--- config.mk ---
export PLATFORM = sky130hd
export DESIGN_NAME = gci_std_display_vram_write_buffer
export DESIGN_NICKNAME = d
export VERILOG_FILES = /design/src/rtl/gci_std_display_vram_write_buffer.sv
export SDC_FILE = /design/constraint.sdc
export NUM_CORES = 1
export LEC_CHECK = 0
export BUFFER_PORTS_ARGS = -buffer_cell sky130_fd_sc_hd__clkbuf_2
export CAP_MARGIN = 20
export CORE_UTILIZATION = 35
export CTS_BUF_LIST = sky130_fd_sc_hd__clkbuf_4 sky130_fd_sc_hd__clkbuf_8 sky130_fd_sc_hd__clkbuf_16
export CTS_CLUSTER_DIAMETER = 60
export DETAILED_ROUTE_END_ITERATION = 10
export PLACE_DENSITY = 0.54
export SYNTH_ARGS = -nofsm -noshare
export SYNTH_HDL_FRONTEND = slang
export SYNTH_SLANG_ARGS = --single-unit
--- constraint.sdc ---
create_clock -name iCLOCK -period 5.02 [get_ports iCLOCK]
set_input_delay 0.251 -clock iCLOCK [delete_from_list [all_inputs] [get_ports iCLOCK]]
set_output_delay 0.251 -clock iCLOCK [all_outputs]
set_load 0.02 [all_outputs]
--- src/rtl/gci_std_display_vram_write_buffer.sv ---
// Posted-write FIFO between the display command controller and VRAM.
// Replays queued pixel writes as SETUP / STROBE / HOLD sequences, yielding to scanout.
module gci_std_display_vram_write_buffer #(
  parameter int P_DEPTH_N   = 4,
  parameter int P_WE_CYCLES = 2
)(
  input  logic                 iCLOCK,
  input  logic                 iRESET_SYNC,
  input  logic                 iWR_REQ,
  input  logic [18:0]          iWR_ADDR,
  input  logic [15:0]          iWR_DATA,
  output logic                 oWR_WAIT,
  input  logic                 iMEM_BUSY,
  output logic                 oMEM_WE,
  output logic [18:0]          oMEM_ADDR,
  output logic [15:0]          oMEM_DATA,
  output logic                 oEMPTY,
  output logic [P_DEPTH_N:0]   oCOUNT,
  output logic                 oDROP
);

  localparam int DEPTH = 1 << P_DEPTH_N;
  localparam int WE_W  = (P_WE_CYCLES > 1) ? $clog2(P_WE_CYCLES) : 1;

  localparam logic [P_DEPTH_N:0]   FULL_C       = (P_DEPTH_N+1)'(DEPTH);
  localparam logic [P_DEPTH_N:0]   CNT_ZERO_C   = (P_DEPTH_N+1)'(0);
  localparam logic [P_DEPTH_N-1:0] PTR_ZERO_C   = P_DEPTH_N'(0);
  localparam logic [P_DEPTH_N-1:0] PTR_ONE_C    = P_DEPTH_N'(1);
  localparam logic [WE_W-1:0]      WE_LOAD_C    = WE_W'(P_WE_CYCLES - 1);
  localparam logic [WE_W-1:0]      WE_ZERO_C    = WE_W'(0);
  localparam logic [WE_W-1:0]      WE_ONE_C     = WE_W'(1);
  // First address past the 640x480 frame; the clear command's terminal write lands here.
  localparam logic [18:0]          ADDR_LIMIT_C = 19'h4B000;

  typedef enum logic [1:0] {
    ST_IDLE   = 2'd0,
    ST_SETUP  = 2'd1,
    ST_STROBE = 2'd2,
    ST_HOLD   = 2'd3
  } state_t;

  state_t               state_r;
  state_t               state_next_s;
  logic [34:0]          mem_r [DEPTH];
  logic [P_DEPTH_N-1:0] wr_ptr_r;
  logic [P_DEPTH_N-1:0] rd_ptr_r;
  logic [P_DEPTH_N:0]   count_r;
  logic [P_DEPTH_N:0]   count_next_s;
  logic [WE_W-1:0]      we_cnt_r;
  logic                 wait_r;
  logic                 empty_r;
  logic                 drop_r;
  logic                 we_r;
  logic [18:0]          addr_r;
  logic [15:0]          data_r;
  logic                 accept_s;
  logic                 in_range_s;
  logic                 push_s;
  logic                 pop_s;

  assign accept_s     = iWR_REQ & ~wait_r;
  assign in_range_s   = (iWR_ADDR < ADDR_LIMIT_C);
  assign push_s       = accept_s & in_range_s;
  assign count_next_s = count_r + {{P_DEPTH_N{1'b0}}, push_s} - {{P_DEPTH_N{1'b0}}, pop_s};

  // Sequencer state register.
  always_ff @(posedge iCLOCK) begin
    if (iRESET_SYNC) begin
      state_r <= ST_IDLE;
    end else begin
      state_r <= state_next_s;
    end
  end

  // Next-state and pop decision; scanout ownership is only honoured between writes.
  always_comb begin
    state_next_s = state_r;
    pop_s        = 1'b0;
    case (state_r)
      ST_IDLE, ST_HOLD: begin
        if ((count_r != CNT_ZERO_C) && !iMEM_BUSY) begin
          pop_s        = 1'b1;
          state_next_s = ST_SETUP;
        end else begin
          state_next_s = ST_IDLE;
        end
      end
      ST_SETUP: begin
        state_next_s = ST_STROBE;
      end
      ST_STROBE: begin
        if (we_cnt_r == WE_ZERO_C) begin
          state_next_s = ST_HOLD;
        end else begin
          state_next_s = ST_STROBE;
        end
      end
      default: begin
        state_next_s = ST_IDLE;
      end
    endcase
  end

  // FIFO storage; contents need no reset because the pointers define validity.
  always_ff @(posedge iCLOCK) begin
    if (push_s) begin
      mem_r[wr_ptr_r] <= {iWR_ADDR, iWR_DATA};
    end
  end

  // Queue bookkeeping, memory-port registers and status flags.
  always_ff @(posedge iCLOCK) begin
    if (iRESET_SYNC) begin
      wr_ptr_r <= PTR_ZERO_C;
      rd_ptr_r <= PTR_ZERO_C;
      count_r  <= CNT_ZERO_C;
      we_cnt_r <= WE_ZERO_C;
      wait_r   <= 1'b0;
      empty_r  <= 1'b1;
      drop_r   <= 1'b0;
      we_r     <= 1'b0;
      addr_r   <= 19'h00000;
      data_r   <= 16'h0000;
    end else begin
      if (push_s) begin
        wr_ptr_r <= wr_ptr_r + PTR_ONE_C;
      end
      if (pop_s) begin
        {addr_r, data_r} <= mem_r[rd_ptr_r];
        rd_ptr_r         <= rd_ptr_r + PTR_ONE_C;
      end
      if (state_r == ST_SETUP) begin
        we_cnt_r <= WE_LOAD_C;
      end else if ((state_r == ST_STROBE) && (we_cnt_r != WE_ZERO_C)) begin
        we_cnt_r <= we_cnt_r - WE_ONE_C;
      end
      count_r <= count_next_s;
      wait_r  <= (count_next_s == FULL_C);
      empty_r <= (count_next_s == CNT_ZERO_C) && (state_next_s == ST_IDLE);
      drop_r  <= accept_s & ~in_range_s;
      we_r    <= (state_next_s == ST_STROBE);
    end
  end

  assign oWR_WAIT  = wait_r;
  assign oMEM_WE   = we_r;
  assign oMEM_ADDR = addr_r;
  assign oMEM_DATA = data_r;
  assign oEMPTY    = empty_r;
  assign oCOUNT    = count_r;
  assign oDROP     = drop_r;

endmodule

### Yosys cells after proc, flatten, opt, wreduce, memory -nomap -nowiden

Memories as Yosys holds them, arrays and structs flattened. A register that Yosys moved wholly into a read port is not among the register bits.
Index checks and enable logic that the tools add are counted.

* register bits after elaboration: 20
* bits in writable memories: 560
* bits of input ports: 39
* output and inout port bits: 44
* logic and storage cells: 45
* memories: 1

* $add $sub $neg: 5
* order comparisons: 1
* equal/unequal tests: 5
* muxes and demuxes: 9
* bitwise logic cells: 5
* reductions and logical operators: 10

Memories
* mem_r: words 16, bits a word 35, read ports 1, clocked after Yosys merged registers in 1, wr ports 1, RTL line 44 `logic [34:0] mem_r [DEPTH];`

Operator list (count)
* $lt 19x19->1 const B: 1
* $add 4x1->4 const B: 2
* $mux 1: 8
* $eq 2x2->1 const B: 3
* $pmux 2 s3: 1
* $add 5x1->5: 1
* $eq 5x5->1 const B: 1
* $logic_not 5->1: 1
* $reduce_bool 5->1: 1
* $sub 5x1->5: 1
* $logic_not 2->1: 2
* $and 1x1->1: 3
* $logic_and 1x1->1: 3
* $eq 2x1->1 const B: 1
* $not 1->1: 2
* $reduce_bool 2->1: 1
* $reduce_or 2->1: 1
* $logic_not 1->1: 1
* $sub 1x1->1 const B: 1

### Logic depth before layout (Yosys ltp)

* depth in word-level cells: 7
* mapped depth: 13
* gate-level depth less buffers: 12

### Worst setup path after synthesis

OpenSTA, ideal clock, no wires.

* kind: register -> register
* start: register wait_r (netlist: oWR_WAIT)
* end: memory mem_r[0][0] (enable)
* library setup time: 0.471 ns
* data arrival time: 3.303 ns
* required time: 4.549 ns
* slack: 1.247 ns
* stages on the path, launching flop included: 5
* buffers on the path: 0
* period minus slack after synthesis: 3.773 ns
* path through: dfxtp_1 nor2b_1 o211a_2 nand2_1 nor3_1

* cells in the longest elaborated chain, start to end: 5

Ends and longest elaborated chain
* start: declaration: RTL line 50 `logic wait_r;`
* start signal: assignment: RTL line 138 `wait_r <= (count_next_s == FULL_C);`
* $not 1->1: RTL line 61 `assign accept_s = iWR_REQ & ~wait_r;`
* $and 1x1->1: RTL line 61
* $and 1x1->1: RTL line 63 `assign push_s = accept_s & in_range_s;`
* $mux 1: RTL line 106 `if (push_s) begin`
* $mux 1 (not written as such): RTL line 107 `mem_r[wr_ptr_r] <= {iWR_ADDR, iWR_DATA};`
* end: declaration: RTL line 44

No other way between the ends.

### Worst setup path after layout

* start: register wait_r (netlist: oWR_WAIT)
* end: register empty_r (netlist: oEMPTY)

* cells in the longest elaborated chain, start to end: 7

Ends and longest elaborated chain
* $not 1->1: RTL line 61
* $and 1x1->1: RTL line 61
* $and 1x1->1: RTL line 63
* $add 5x1->5: RTL line 64 `assign count_next_s = count_r + {{P_DEPTH_N{1'b0}}, push_s} - {{P_DEPTH_N{1'b0}}, pop_s};`
* $sub 5x1->5: RTL line 64
* $logic_not 5->1: RTL line 139 `empty_r <= (count_next_s == CNT_ZERO_C) && (state_next_s == ST_IDLE);`
* $logic_and 1x1->1: RTL line 139
* end signal: assignment: RTL line 139
* end: declaration: RTL line 51 `logic empty_r;`

No other way between the ends.
A chain may end at the register's enable or synchronous reset.

==> metrics.txt <==
die area 67200 sq um; Sequential Power Share 46.5%; switch share 25.7%; asr flop ratio synth 0%; share of the yosys chip area belonging to registers 77.4%; Yosys cell types 42; CP Launch Type flop; Post-Place Cells 1983; DRT iter0 DRCs 921; Synth area leaders edfxtp_1 (73%), mux4_2 (14%), dfxtp_1 (4.8%); end point of the critical path oEMPTY$_SDFF_PP1_; Comb power frac 15.4%; ys flop type edfxtp_1; CTS tree done; status complete, no violations; synthesized area per cell 21.7 sq um; kind of critical path flop to flop; cells after synthesis 1069; final setup fails 0; Crit. Startpoint oWR_WAIT$_SDFF_PP0_; Post-Layout Cell Count 2107; vias in the first global route 11800; unrepaired setup endpoints after global routing no; H-tree level count 3; DR DRC count 0; layout cells sized above 1 31.7%; Clock Latency Late Sink 0.61 ns; synthesis-to-layout area growth 16.5%; setup slack at placement 1.90 ns; #FFs+latches synth 615; Syn Std Cell Area 23100 sq um; Post-synth EDFFs 560; met1 Usage GRT 22.6%; CORE AREA 64900 sq um; CP cell instances nor2b_1 -> o211a_2 -> inv_1 -> ha_1 -> inv_1 -> ha_1 -> fa_1 -> a21oi_1 -> o21bai_1 -> xnor2_1 -> o41ai_1; Tightest Pin Transition 1.02 ns; Worst EP required 5.51 ns; Reg area 17900 sq um; wire per inst 25.4 microns; Worst Setup End Kind flop; Reg-to-Reg Start oWR_WAIT$_SDFF_PP0_; CP Max Fanout 6; Hold Path Class input pin to flop; PD cells 478 nW/um^2; area leader, netlist edfxtp_1; Pins Over Slew Limit 0; DR vias 11100; max cap viols 0; area share of the largest cell type after synthesis 72.7%; reg2reg setup slack 2.01 ns; Worst R2R End oEMPTY$_SDFF_PP1_; Post-Syn Nets 1122; first drt pass iteration count 5; Die W 259 microns; R2R depth 11; Post-DP HPWL 29.1 mm; clk sinks 615; clk slew on worst S/H paths 0.06 ns; Hold Buf Count CTS 0; Commonest cells post-synth edfxtp_1 (560), mux4_2 (140), dfxtp_1 (55); Die Height 259 microns; setup TNS 0 ns; Tmin final 3.01 ns; first-pass GRT wire length 80.1 mm; Crit-path slowest cell fa_1; GR met3 Demand/Resource 2.88%; antenna-violating nets left 0; Final GP Congestion 0.735; total grt overflow 0; GR Layer Usage met2 26.6%; buffer depth of the longest clock path 3; post_cts resized 0; P_int 9.57 mW; Yosys Warn Count 0; post-CTS setup buffers 0; P_sw 3.31 mW; Clock Skew 0.0245 ns; Site Rows 93; clock share of power 38.0%; Tcrit/Tclk final 60.0%; Fmax 0.332 GHz; WHS 0.0543 ns; max incr delay on CP 0.43 ns; initial antenna violation count 2; root buf cell clkbuf_16; Final Hold Fails 0; multi-input logic area 4990 sq um; Filler Cell Count 5729; largest net degree at the start of global routing 73; nets@finish 1251; Worst VDD drop 252 uV; headroom to the max-slew limit 31.8%; vias per cell 5.25; io pins 83; drt total wl 53.6 mm; total power 12.9 mW; IO buf count 82; Initial Util 35.6%; Final Worst Setup Slack 2.01 ns; Lkg Pwr 8.53 nW; CP Data Arrival Time 3.50 ns; GRT busiest layer met2; GRT Total Usage 16.4%; most common cell in the netlist edfxtp_1; CTS buffer count 68
stage by stage:
step,utilization (%),area [sq um]
global placement,38.1,24800
CTS,41.5,27000
global route,41.5,27000
detailed placement,38.1,24800
finish,41.5,27000
floorplan,-,23100
power by group through the flow:
stage	sequential, mW	clock [mW]	combinational [mW]
floorplan	6.13	0	1.37
global placement	6.10	0	2.03
detailed placement	6.10	0	2.03
CTS	6.00	5.02	2.03
global route	6.02	5.19	2.16
finish	5.99	4.90	1.99
routing by layer:
layer,up-vias,routed length [microns],part of all wire (%)
li1,4745,-,-
met1,5979,24000,45
met2,254,26100,49
met3,87,2230,4.2
met4,2,1270,2.4
met5,-,16,0.030
area by class of cell:
class	count	share of cell area, %
antenna	1	0.00928
clock buffer	97	7.39
clock inverter	26	0.817
inverter	13	0.181
multi-input combinational	385	18.5
sequential	615	66.5
tap	855	3.97
timing repair buffer	115	2.67
worst max-delay path: cells and delay by family, from the launching register on:
kind / cells / cell delay (ns)
flip-flops: 1 / 0.31
AND/OR/NAND/NOR: 1 / 0.39
adder cells (fa/ha/maj): 3 / 0.92
AO/OA/AOI/OAI: 4 / 0.95
buffers and inverters: 2 / 0.17
XOR/XNOR: 1 / 0.15
state kept, by name, summed over array words and instances, names as in the netlist:
name       cells
mem_r        560
oMEM_ADDR     19
oMEM_DATA     16
oCOUNT         5
rd_ptr_r       4
wr_ptr_r       4
state_r        2
oDROP          1
oEMPTY         1
oMEM_WE        1
oWR_WAIT       1
we_cnt_r       1
kinds of logic (layout without fill, tap and decap cells):
kind of cell	count (synthesis)	after routing	share of synthesized area [%]
AND/OR/NAND/NOR	131	131	3.15
flip-flops	615	615	77.4
XOR/XNOR	10	10	0.378
adder cells (fa/ha/maj)	14	14	0.789
AO/OA/AOI/OAI	90	90	3.05
buffers and inverters	69	251	1.61
multiplexers	140	140	13.6
other	0	1	0
cell usage in the layout, fill, tap and decap left out, types with 2 or more instances in the layout:
cell type,netlist,final
inv_6,0,9
dfxtp_1,55,53
clkinv_2,0,3
xor2_1,5,5
nor3_2,1,5
nand3_1,38,38
clkbuf_2,0,82
nor2b_1,4,4
inv_1,13,13
ha_1,13,13
nor2_1,25,13
mux4_2,140,140
a21oi_1,7,7
dfxtp_4,0,2
xnor2_1,5,5
clkinv_1,0,9
nand2_1,9,9
nor2_4,0,13
buf_12,0,5
clkbuf_16,0,70
nand2b_1,38,38
buf_4,3,28
a22oi_1,35,35
clkbuf_4,0,21
bufinv_16,0,2
edfxtp_1,560,560
o21ai_0,5,5
a32oi_1,35,35
clkbuf_8,0,6
worst min path at each step:
stage | slack [ns] | cells after the start | startpoint | to
floorplan | 0.35 | 0 | iWR_DATA[0] | mem_r[0][0]$_DFFE_PP_
global placement | 0.48 | 2 | oMEM_DATA[6]$_SDFFE_PP0P_ | oMEM_DATA[6]$_SDFFE_PP0P_
detailed placement | 0.47 | 2 | oMEM_ADDR[17]$_SDFFE_PP0P_ | oMEM_ADDR[17]$_SDFFE_PP0P_
CTS | 0.03 | 1 | iWR_ADDR[8] | mem_r[0][24]$_DFFE_PP_
global route | 0.07 | 1 | iWR_ADDR[8] | mem_r[13][24]$_DFFE_PP_
finish | 0.05 | 1 | iWR_ADDR[8] | mem_r[14][24]$_DFFE_PP_
No activity file was read; power rests on OpenSTA's default activity.
